--- config.mk ---
export PLATFORM = sky130hd
export DESIGN_NAME = voice_alloc
export DESIGN_NICKNAME = d
export VERILOG_FILES = /design/src/rtl/voice_alloc.sv
export SDC_FILE = /design/constraint.sdc
export NUM_CORES = 1
export LEC_CHECK = 0
export CORE_ASPECT_RATIO = 1.4
export CORE_MARGIN = 2
export CORE_UTILIZATION = 51
export DETAILED_ROUTE_END_ITERATION = 6
export GPL_ROUTABILITY_DRIVEN = 1
export PLACE_DENSITY = 0.79
export SETUP_SLACK_MARGIN = 0.4
export SYNTH_ARGS = -nofsm -noshare
export SYNTH_HDL_FRONTEND = slang
export SYNTH_SLANG_ARGS = --single-unit
--- constraint.sdc ---
create_clock -name clk48m -period 5.8 [get_ports clk48m]
set_input_delay 1.74 -clock clk48m [delete_from_list [all_inputs] [get_ports clk48m]]
set_output_delay 1.74 -clock clk48m [all_outputs]
set_load 0.01 [all_outputs]
--- src/rtl/voice_alloc.sv ---
// voice_alloc: round-robin note arbiter feeding a pool of oscillator voices.
// Define VOICE_STEAL_EN to reassign the oldest sounding voice when none is free.
module voice_alloc #(
  parameter int NUM_REQ = 2,
  parameter int NUM_VOICE = 4,
  parameter int DIV_W = 16,
  parameter int AGE_W = 20
) (
  input  logic                       clk48m,
  input  logic                       rst,
  input  logic [NUM_REQ-1:0]         req_trigger,
  input  logic [NUM_REQ*DIV_W-1:0]   req_divider,
  input  logic [NUM_REQ-1:0]         req_dehold,
  output logic [NUM_VOICE*DIV_W-1:0] voice_divider,
  output logic [NUM_VOICE-1:0]       voice_gate,
  output logic [NUM_VOICE-1:0]       voice_start,
  output logic                       busy,
  output logic                       dropped
);
  localparam int ID_W = NUM_REQ > 1 ? $clog2(NUM_REQ) : 1;
  localparam int VI_W = NUM_VOICE > 1 ? $clog2(NUM_VOICE) : 1;
  typedef enum logic [1:0] {IDLE, SCAN, ASSIGN} state_t;
  state_t state, state_n;
  logic [NUM_REQ-1:0] pend, trig_ok, pend_clr;
  logic [2*NUM_REQ-1:0] pend_rot;
  logic [DIV_W-1:0] pend_div [NUM_REQ];
  logic [ID_W-1:0] rr_ptr, win, win_n;
  logic [DIV_W-1:0] win_div;
  logic [VI_W-1:0] scan_idx, cand_idx;
  logic cand_ok, cand_free, take, grant, fire;
  logic [ID_W-1:0] owner [NUM_VOICE];
  logic [DIV_W-1:0] vdiv [NUM_VOICE];
  logic [AGE_W-1:0] age [NUM_VOICE];
  assign grant = state == IDLE && |pend;
  assign fire = state == ASSIGN && cand_ok;
  assign busy = state != IDLE || |pend;
  assign dropped = state == ASSIGN && !cand_ok;
  assign pend_rot = {pend, pend} >> rr_ptr;
  assign pend_clr = grant ? NUM_REQ'(1) << win_n : '0;
  always_comb begin
    trig_ok = '0;
    for (int i = 0; i < NUM_REQ; i++)
      trig_ok[i] = req_trigger[i] && req_divider[i*DIV_W +: DIV_W] != '0;
  end
  // descending walk so the requester closest to rr_ptr is written last and wins
  always_comb begin
    win_n = '0;
    for (int k = NUM_REQ - 1; k >= 0; k--)
      if (pend_rot[k]) win_n = ID_W'((int'(rr_ptr) + k) % NUM_REQ);
  end
`ifdef VOICE_STEAL_EN
  logic [AGE_W-1:0] cand_age;
  always_ff @(posedge clk48m or posedge rst)
    if (rst) cand_age <= '0;
    else if (state == SCAN && take) cand_age <= age[scan_idx];
  assign take = !cand_free && (!voice_gate[scan_idx] || !cand_ok || age[scan_idx] > cand_age);
`else
  assign take = !cand_free && !voice_gate[scan_idx];
`endif
  always_comb begin
    state_n = state;
    case (state)
      IDLE: if (|pend) state_n = SCAN;
      SCAN: if (scan_idx == VI_W'(NUM_VOICE - 1)) state_n = ASSIGN;
      default: state_n = IDLE;
    endcase
  end
  always_ff @(posedge clk48m or posedge rst) begin
    if (rst) begin
      state <= IDLE;
      pend <= '0;
      rr_ptr <= '0;
      win <= '0;
      win_div <= '0;
      scan_idx <= '0;
      cand_ok <= 1'b0;
      cand_free <= 1'b0;
      cand_idx <= '0;
      for (int i = 0; i < NUM_REQ; i++) pend_div[i] <= '0;
    end else begin
      state <= state_n;
      pend <= (pend & ~pend_clr) | trig_ok;
      for (int i = 0; i < NUM_REQ; i++)
        if (trig_ok[i]) pend_div[i] <= req_divider[i*DIV_W +: DIV_W];
      if (grant) begin
        win <= win_n;
        win_div <= pend_div[win_n];
        scan_idx <= '0;
        cand_ok <= 1'b0;
        cand_free <= 1'b0;
      end
      if (state == SCAN) begin
        scan_idx <= scan_idx + 1'b1;
        if (take) begin
          cand_ok <= 1'b1;
          cand_free <= !voice_gate[scan_idx];
          cand_idx <= scan_idx;
        end
      end
      if (state == ASSIGN) rr_ptr <= win == ID_W'(NUM_REQ - 1) ? '0 : win + 1'b1;
    end
  end
  // an assign on the same edge as a dehold of that voice keeps the gate high
  always_ff @(posedge clk48m or posedge rst) begin
    if (rst) begin
      voice_gate <= '0;
      voice_start <= '0;
      for (int v = 0; v < NUM_VOICE; v++) begin
        owner[v] <= '0;
        vdiv[v] <= '0;
        age[v] <= '0;
      end
    end else begin
      for (int v = 0; v < NUM_VOICE; v++) begin
        voice_start[v] <= fire && cand_idx == VI_W'(v);
        if (fire && cand_idx == VI_W'(v)) begin
          owner[v] <= win;
          vdiv[v] <= win_div;
          age[v] <= '0;
          voice_gate[v] <= 1'b1;
        end else begin
          if (voice_gate[v] && age[v] != '1) age[v] <= age[v] + 1'b1;
          if (req_dehold[owner[v]]) voice_gate[v] <= 1'b0;
        end
      end
    end
  end
  for (genvar v = 0; v < NUM_VOICE; v++) begin : g_div
    assign voice_divider[v*DIV_W +: DIV_W] = vdiv[v];
  end
endmodule

==> run_results.csv, run 1 <==
group,metric,value,unit
run,max_cap_violations,0,
layout,layout-drive-gt1-share,0.290,
setup_path,path_class,"in2reg",
routing,detailedRoute.firstPassIterationCount,4,
pwr,irDropWorstVdd,0.286,mV
timing,unrepaired_setup_endpoints_after_global_routing,"no",
timing,timing_hold_violations_final,0,
timing,slew_headroom,0.200,
placement,gpl.final_weighted_congestion,0.787,
timing,final_min_period_over_clock_period,0.644,
global_routing,total_global_route_track_usage,0.223,
global_routing,grt_pass1_vias,3704,
setup_path,worstSetupStartpointType,"input port",
yosys,postSynth.topFlopCell,"dfrtp_1",
hold_path,hold_path.class,"reg2reg",
yosys,syn_area,5550,um2
timing,final_critical_path_setup_slack,2070,ps
timing,total_negative_setup_slack,0,ps
die,rows,45,
routing,wire_length_per_cell_after_detailed_routing,19.5,um
clock_tree,clk_pin_slew,60,ps
clock_tree,tritoncts,"yes",
clock_tree,cts_htree_levels,4,
clock_tree,clock_latency,410,ps
layout,commonest_cells_after_routing_fill_and_taps_aside,"dfrtp_1 (136), clkdlybuf4s50_1 (111), mux2_2 (66)",
routing,drt_iter0_drc,208,
timing,clock.fmax,268,MHz
die,die_width,92.2,um
global_routing,grt_antenna_before_repair,0,
setup_path,cp_max_fo,17,
timing,tightest_slew,1200,ps
yosys,synth_enable_flop_cells,0,
setup_path,crit_required,6090,ps
routing,drt-vias-per-instance,5.55,
placement,port_buffers,111,
timing,setup_violations,0,
clock_tree,cts.sinks,136,
yosys,syn_inst,353,
placement,dp_worst_setup_slack,1660,ps
layout,layout_commonest_cell,"dfrtp_1",
timing,finalClockSkew,7.30,ps
setup_path,timing.critical_path.to_type,"register",
clock_tree,post_cts.repair.setup_buffers,0,
clock_tree,cts_hold_repair.buffers,0,
clock_tree,cts_buf_count,17,
yosys,synth_seq_area_share,0.613,
run_status,outcome,"complete, no violations",
die,initial_utilization,0.519,
pwr,cellPowerDensity,519,nW/um2
layout,syn2layout_area_growth,31.8,%
yosys,synthArstFlopShare,1.00,
die,die-area,11700,um2
die,placeableCoreArea,10700,um2
die,dieHeight,127,um
clock_tree,cts_resized,0,
routing,detail-route-antenna-nets,0,
routing,dr_total_vias,3462,
die,num_io_pins,112,
pwr,p_total,3.80,mW
global_routing,grt_pass1_wl,19.8,mm
routing,detail_route.wirelength,12.2,mm
yosys,ys_warn_count,0,
clock_tree,ctsLongestPathBuffers,2,
yosys,syn_area_per_cell,15.7,um2
routing,route.detailed.drc,0,
layout,nFillCells,760,
clock_tree,cts_root_buffer,"clkbuf_16",
layout,finish.net_count,509,
timing,final_period_minus_worst_setup_slack,3730,ps
yosys,synth_seq_cells,136,
layout,antenna_cells_inserted,0,
setup_path,cp_data_arrival_time,4030,ps
global_routing,grt.overflow.total,0,
setup_path,ff2ff_setup_slack,3560,ps
timing,timing_max_transition_violations_final,0,
pwr,cellLeakagePower,3.30,nW
yosys,synth_fp_nets,392,
placement,hpwlAfterDp,8.28,mm
global_routing,largest_net_degree_at_the_start_of_global_routing,113,
timing,worst_hold_slack,486,ps
yosys,yosys.cell_types.count,41,
-- path summary, 6_finish.rpt --
path	start	end	depth (start not counted)
min reg2reg	voice_divider[32]	voice_divider[32]	1
max reg2reg	state[1]	voice_divider[41]	3
max	req_divider[3]	pend_div[16]	4
max in group asynchronous	rst	win_div[10]	3
min in group asynchronous	rst	pend_div[5]	2
min	voice_divider[32]	voice_divider[32]	1
-- synth_stat cells (3+ instances only) --
| master | instances | area, um2 |
|---|---|---|
| dfrtp_1 | 136 | 3400 |
| mux2_2 | 66 | 743 |
| mux2_4 | 29 | 435 |
| a21boi_0 | 16 | 120 |
| a221o_1 | 16 | 160 |
| inv_1 | 9 | 33.8 |
| nand2_1 | 8 | 30.0 |
| nor4_1 | 8 | 50.1 |
| mux2_1 | 6 | 67.6 |
| a21o_1 | 5 | 37.5 |
| buf_6 | 5 | 56.3 |
| mux2i_1 | 5 | 50.1 |
| buf_2 | 4 | 20.0 |
| nor2_1 | 4 | 15.0 |
| clkbuf_1 | 3 | 11.3 |
| o21bai_1 | 3 | 22.5 |
-- per-stage QoR --
step | std cells | cell area [um2] | utilization
5_1_grt | 624 | 7310 | 0.684
4_1_cts | 624 | 7310 | 0.684
2_1_floorplan | 353 | 5550 | -
6_report | 624 | 7310 | 0.684
3_5_place_dp | 592 | 6750 | 0.631
3_3_place_gp | 592 | 6750 | 0.631
-- state kept, by name, indices dropped and copies added, names as in the netlist --
signal         count
cand_idx           2
state              2
cand_ok            1
win                1
pend               2
cand_free          1
scan_idx           2
win_div           16
voice_divider     64
rr_ptr             1
voice_gate         4
pend_div          32
owner              4
voice_start        4
-- layer usage --
layer	GRT usage	up-vias	wire [um]	share of wire
li1	-	1534	-	-
met1	0.266	1798	4920	0.40
met2	0.385	104	6480	0.53
met3	0.0489	26	404	0.033
met4	0.106	0	372	0.031
met5	0	-	0	0
-- kinds of logic after synthesis --
logic type / synth area share
AND/OR/NAND/NOR: 0.0386
buffers and inverters: 0.0280
multiplexers: 0.238
flip-flops: 0.613
adder cells (fa/ha/maj): 0.00225
AO/OA/AOI/OAI: 0.0803
-- worst max-delay path, cell delays in order --
cell             delay, ps
clkdlybuf4s50_1        450
nor4_1                 620
a41oi_2                690
mux2_4                 520
-- where the power goes --
group	leakage [nW]	internal (mW)	switching, mW
registers	1.68	1.29	0.296
clock network	0.283	0.622	0.394
logic	1.33	0.745	0.451
total	3.30	2.66	1.14
-- layout make-up --
type                            instances  area, um2  area share
Clock buffer                           21        470      0.0643
Clock inverter                         11       97.6      0.0133
Inverter                                9       38.8     0.00530
Multi-Input combinational cell        192       1990       0.273
Sequential cell                       136       3400       0.465
Tap cell                              141        176      0.0241
Timing Repair Buffer                  114       1130       0.155
Note: power is estimated with default switching activity, not from simulation.
==> inputs of run 2 (changes only) <==
--- a/config.mk
+++ b/config.mk
@@ -7,10 +7,10 @@
 export LEC_CHECK = 0
 export CORE_ASPECT_RATIO = 1.4
 export CORE_MARGIN = 2
-export CORE_UTILIZATION = 51
+export CORE_UTILIZATION = 46
 export DETAILED_ROUTE_END_ITERATION = 6
 export GPL_ROUTABILITY_DRIVEN = 1
-export PLACE_DENSITY = 0.79
+export PLACE_DENSITY = 0.75
 export SETUP_SLACK_MARGIN = 0.4
 export SYNTH_ARGS = -nofsm -noshare
 export SYNTH_HDL_FRONTEND = slang
==> constraint.sdc (replaced) <==
create_clock -name clk48m -period 3.4 [get_ports clk48m]
set_input_delay 1.02 -clock clk48m [delete_from_list [all_inputs] [get_ports clk48m]]
set_output_delay 1.02 -clock clk48m [all_outputs]
set_load 0.01 [all_outputs]
==> run 2 against run 1 <==
  * Flip-flop and latch count stayed put
  * Worst setup slack worse by 1500 ps
  * Register-to-register slack worse by 2200 ps
  * Combinational power is 70% higher
  * Non-clock buffer count is 8 higher
  * Global-route usage is 2.4 points lower
  * Sequential share of layout area is 0.83 points lower
  * Critical path type is now reg2out
  * Clock skew is 0.63 ps higher
  * Design area is 1.8% higher
  * Power is 75% higher
  * Cell count is 2.1% higher
  * Count of clock-buffer cells in the layout is 2 lower
==> run_results.csv, run 2 (synthesized netlist as in run 1, its figures left out) <==
group,metric,value,unit
global_routing,globalRouteMet2Util,0.348,
die,rows,47,
placement,port_buffers,111,
clock_tree,cts_root_buffer,"clkbuf_16",
clock_tree,clk_pin_slew,60,ps
global_routing,grt.overflow.total,0,
setup_path,cp_data_arrival_time,1790,ps
setup_path,ff2ff_setup_slack,1320,ps
global_routing,grt.met3_usage,0.0469,
setup_path,cp_max_fo,7,
clock_tree,cts_buf_count,17,
setup_path,path_class,"reg2out",
timing,timing_hold_violations_final,0,
layout,final_core_util,0.630,
timing,unrepaired_setup_endpoints_after_global_routing,"no",
run,max_cap_violations,0,
layout,nFillCells,881,
clock_tree,cts_resized,0,
global_routing,largest_net_degree_at_the_start_of_global_routing,51,
layout,syn2layout_area_growth,34.2,%
timing,final_min_period_over_clock_period,0.825,
layout,layout_commonest_cell,"dfrtp_1",
setup_path,timing.critical_path.to_type,"primary output",
layout,largest_register_ff_count,64,
layout,finish.net_count,517,
hold_path,hold_path.class,"reg2reg",
clock_tree,cts_htree_levels,4,
global_routing,total_global_route_track_usage,0.199,
hold_path,holdPathEnd,"voice_divider[49]",
global_routing,grt_pass1_vias,3775,
timing,total_negative_setup_slack,0,ps
global_routing,grt_peak_use_layer,"met2",
die,num_io_pins,112,
routing,detail-route-antenna-nets,0,
hold_path,min_from,"voice_divider[49]",
timing,finalClockSkew,7.92,ps
layout,multiInputGateArea,1990,um2
layout,seq_area,3400,um2
setup_path,ff2ff_path_depth,4,
timing,final_period_minus_worst_setup_slack,2810,ps
clock_tree,tritoncts,"yes",
run_status,outcome,"complete, no violations",
placement,gpl.final_weighted_congestion,0.846,
routing,drt-vias-per-instance,5.38,
clock_tree,cts.sinks,136,
timing,timing_max_transition_violations_final,0,
setup_path,r2r-end,"owner[3]",
setup_path,worstSetupStartpointType,"register",
layout,fin_area,7450,um2
placement,hpwlAfterDp,8.74,mm
clock_tree,ctsLongestPathBuffers,2,
setup_path,reg2reg_from,"state[0]",
routing,dr_total_vias,3429,
routing,detail_route.wirelength,12.3,mm
die,dieHeight,134,um
timing,slew_headroom,0.333,
clock_tree,clock_latency,410,ps
global_routing,grt_antenna_before_repair,0,
layout,layout-drive-gt1-share,0.298,
placement,placed_area,6840,um2
routing,drt_iter0_drc,116,
timing,tightest_slew,1000,ps
routing,detailedRoute.firstPassIterationCount,4,
pwr,cellPowerDensity,890,nW/um2
global_routing,globalRouteMet1Util,0.242,
clock_tree,post_cts.repair.setup_buffers,0,
global_routing,grt_pass1_wl,20.2,mm
timing,setup_violations,0,
die,initial_utilization,0.469,
pwr,cellLeakagePower,3.35,nW
die,die-area,13000,um2
routing,route.detailed.drc,0,
timing,clock.fmax,356,MHz
setup_path,crit_required,2380,ps
pwr,irDropWorstVdd,0.443,mV
hold_path,hold_path_depth,1,
clock_tree,cts_hold_repair.buffers,0,
layout,commonest_cells_after_routing_fill_and_taps_aside,"dfrtp_1 (136), clkdlybuf4s50_1 (111), mux2_2 (66)",
routing,wire_length_per_cell_after_detailed_routing,19.3,um
die,placeableCoreArea,11800,um2
die,die_width,96.8,um
layout,antenna_cells_inserted,0,
-- run 2: changes by cell type in the layout (fill, tap and decap cells not counted), sizes merged --
cell and change:
clkinvlp +2, clkbuf -2, clkinv -3, bufinv +3, buf +8, inv -1
-- run 2: how the worst max path moves through the flow --
stage / startpoint / endpoint / slack, ps
after global routing: state[0] / dropped / 520
after detailed placement: req_divider[3] / pend_div[21] / 500
after global placement: req_divider[3] / pend_div[19] / 590
final: state[0] / dropped / 590
after CTS: state[0] / dropped / 560
after floorplan: rst / cand_free / 690
-- run 2: metrics by stage --
step                      worst slack [ps]  total power [mW]  cells  hold slack, ps
after floorplan                        687              3.69    353             475
after global placement                 588              4.70    606             474
after detailed placement               505              4.77    606             479
after CTS                              555              6.69    637             492
after global routing                   522              6.97    637             504
final                                  594              6.63    637             492
-- run 2: metal layers --
layer  up-vias  share of wire
li1       1543              -
met1      1775           0.41
met2       100           0.53
met3        11          0.037
met4         0          0.014
met5         -              0
-- run 2: area by class of cell --
cell class	count	share of cell area
flip-flops and latches	136	0.457
multi-input cells	192	0.268
repair buffers	122	0.164
clock buffers	19	0.0581
well taps	147	0.0247
clock inverters	12	0.0237
inverters	9	0.00504
-- run 2: power by group --
part           internal (mW)  total (mW)  switching [mW]  leakage (nW)
combinational           1.28        2.04           0.764          1.38
sequential              2.20        2.70           0.498          1.68
clock                   1.22        1.89           0.668         0.293
-- run 2: worst max-delay path: stages (launching register included) --
cell             delay (ps)
dfrtp_1                 470
nand2b_1                220
nor2_1                  130
clkdlybuf4s50_1         570
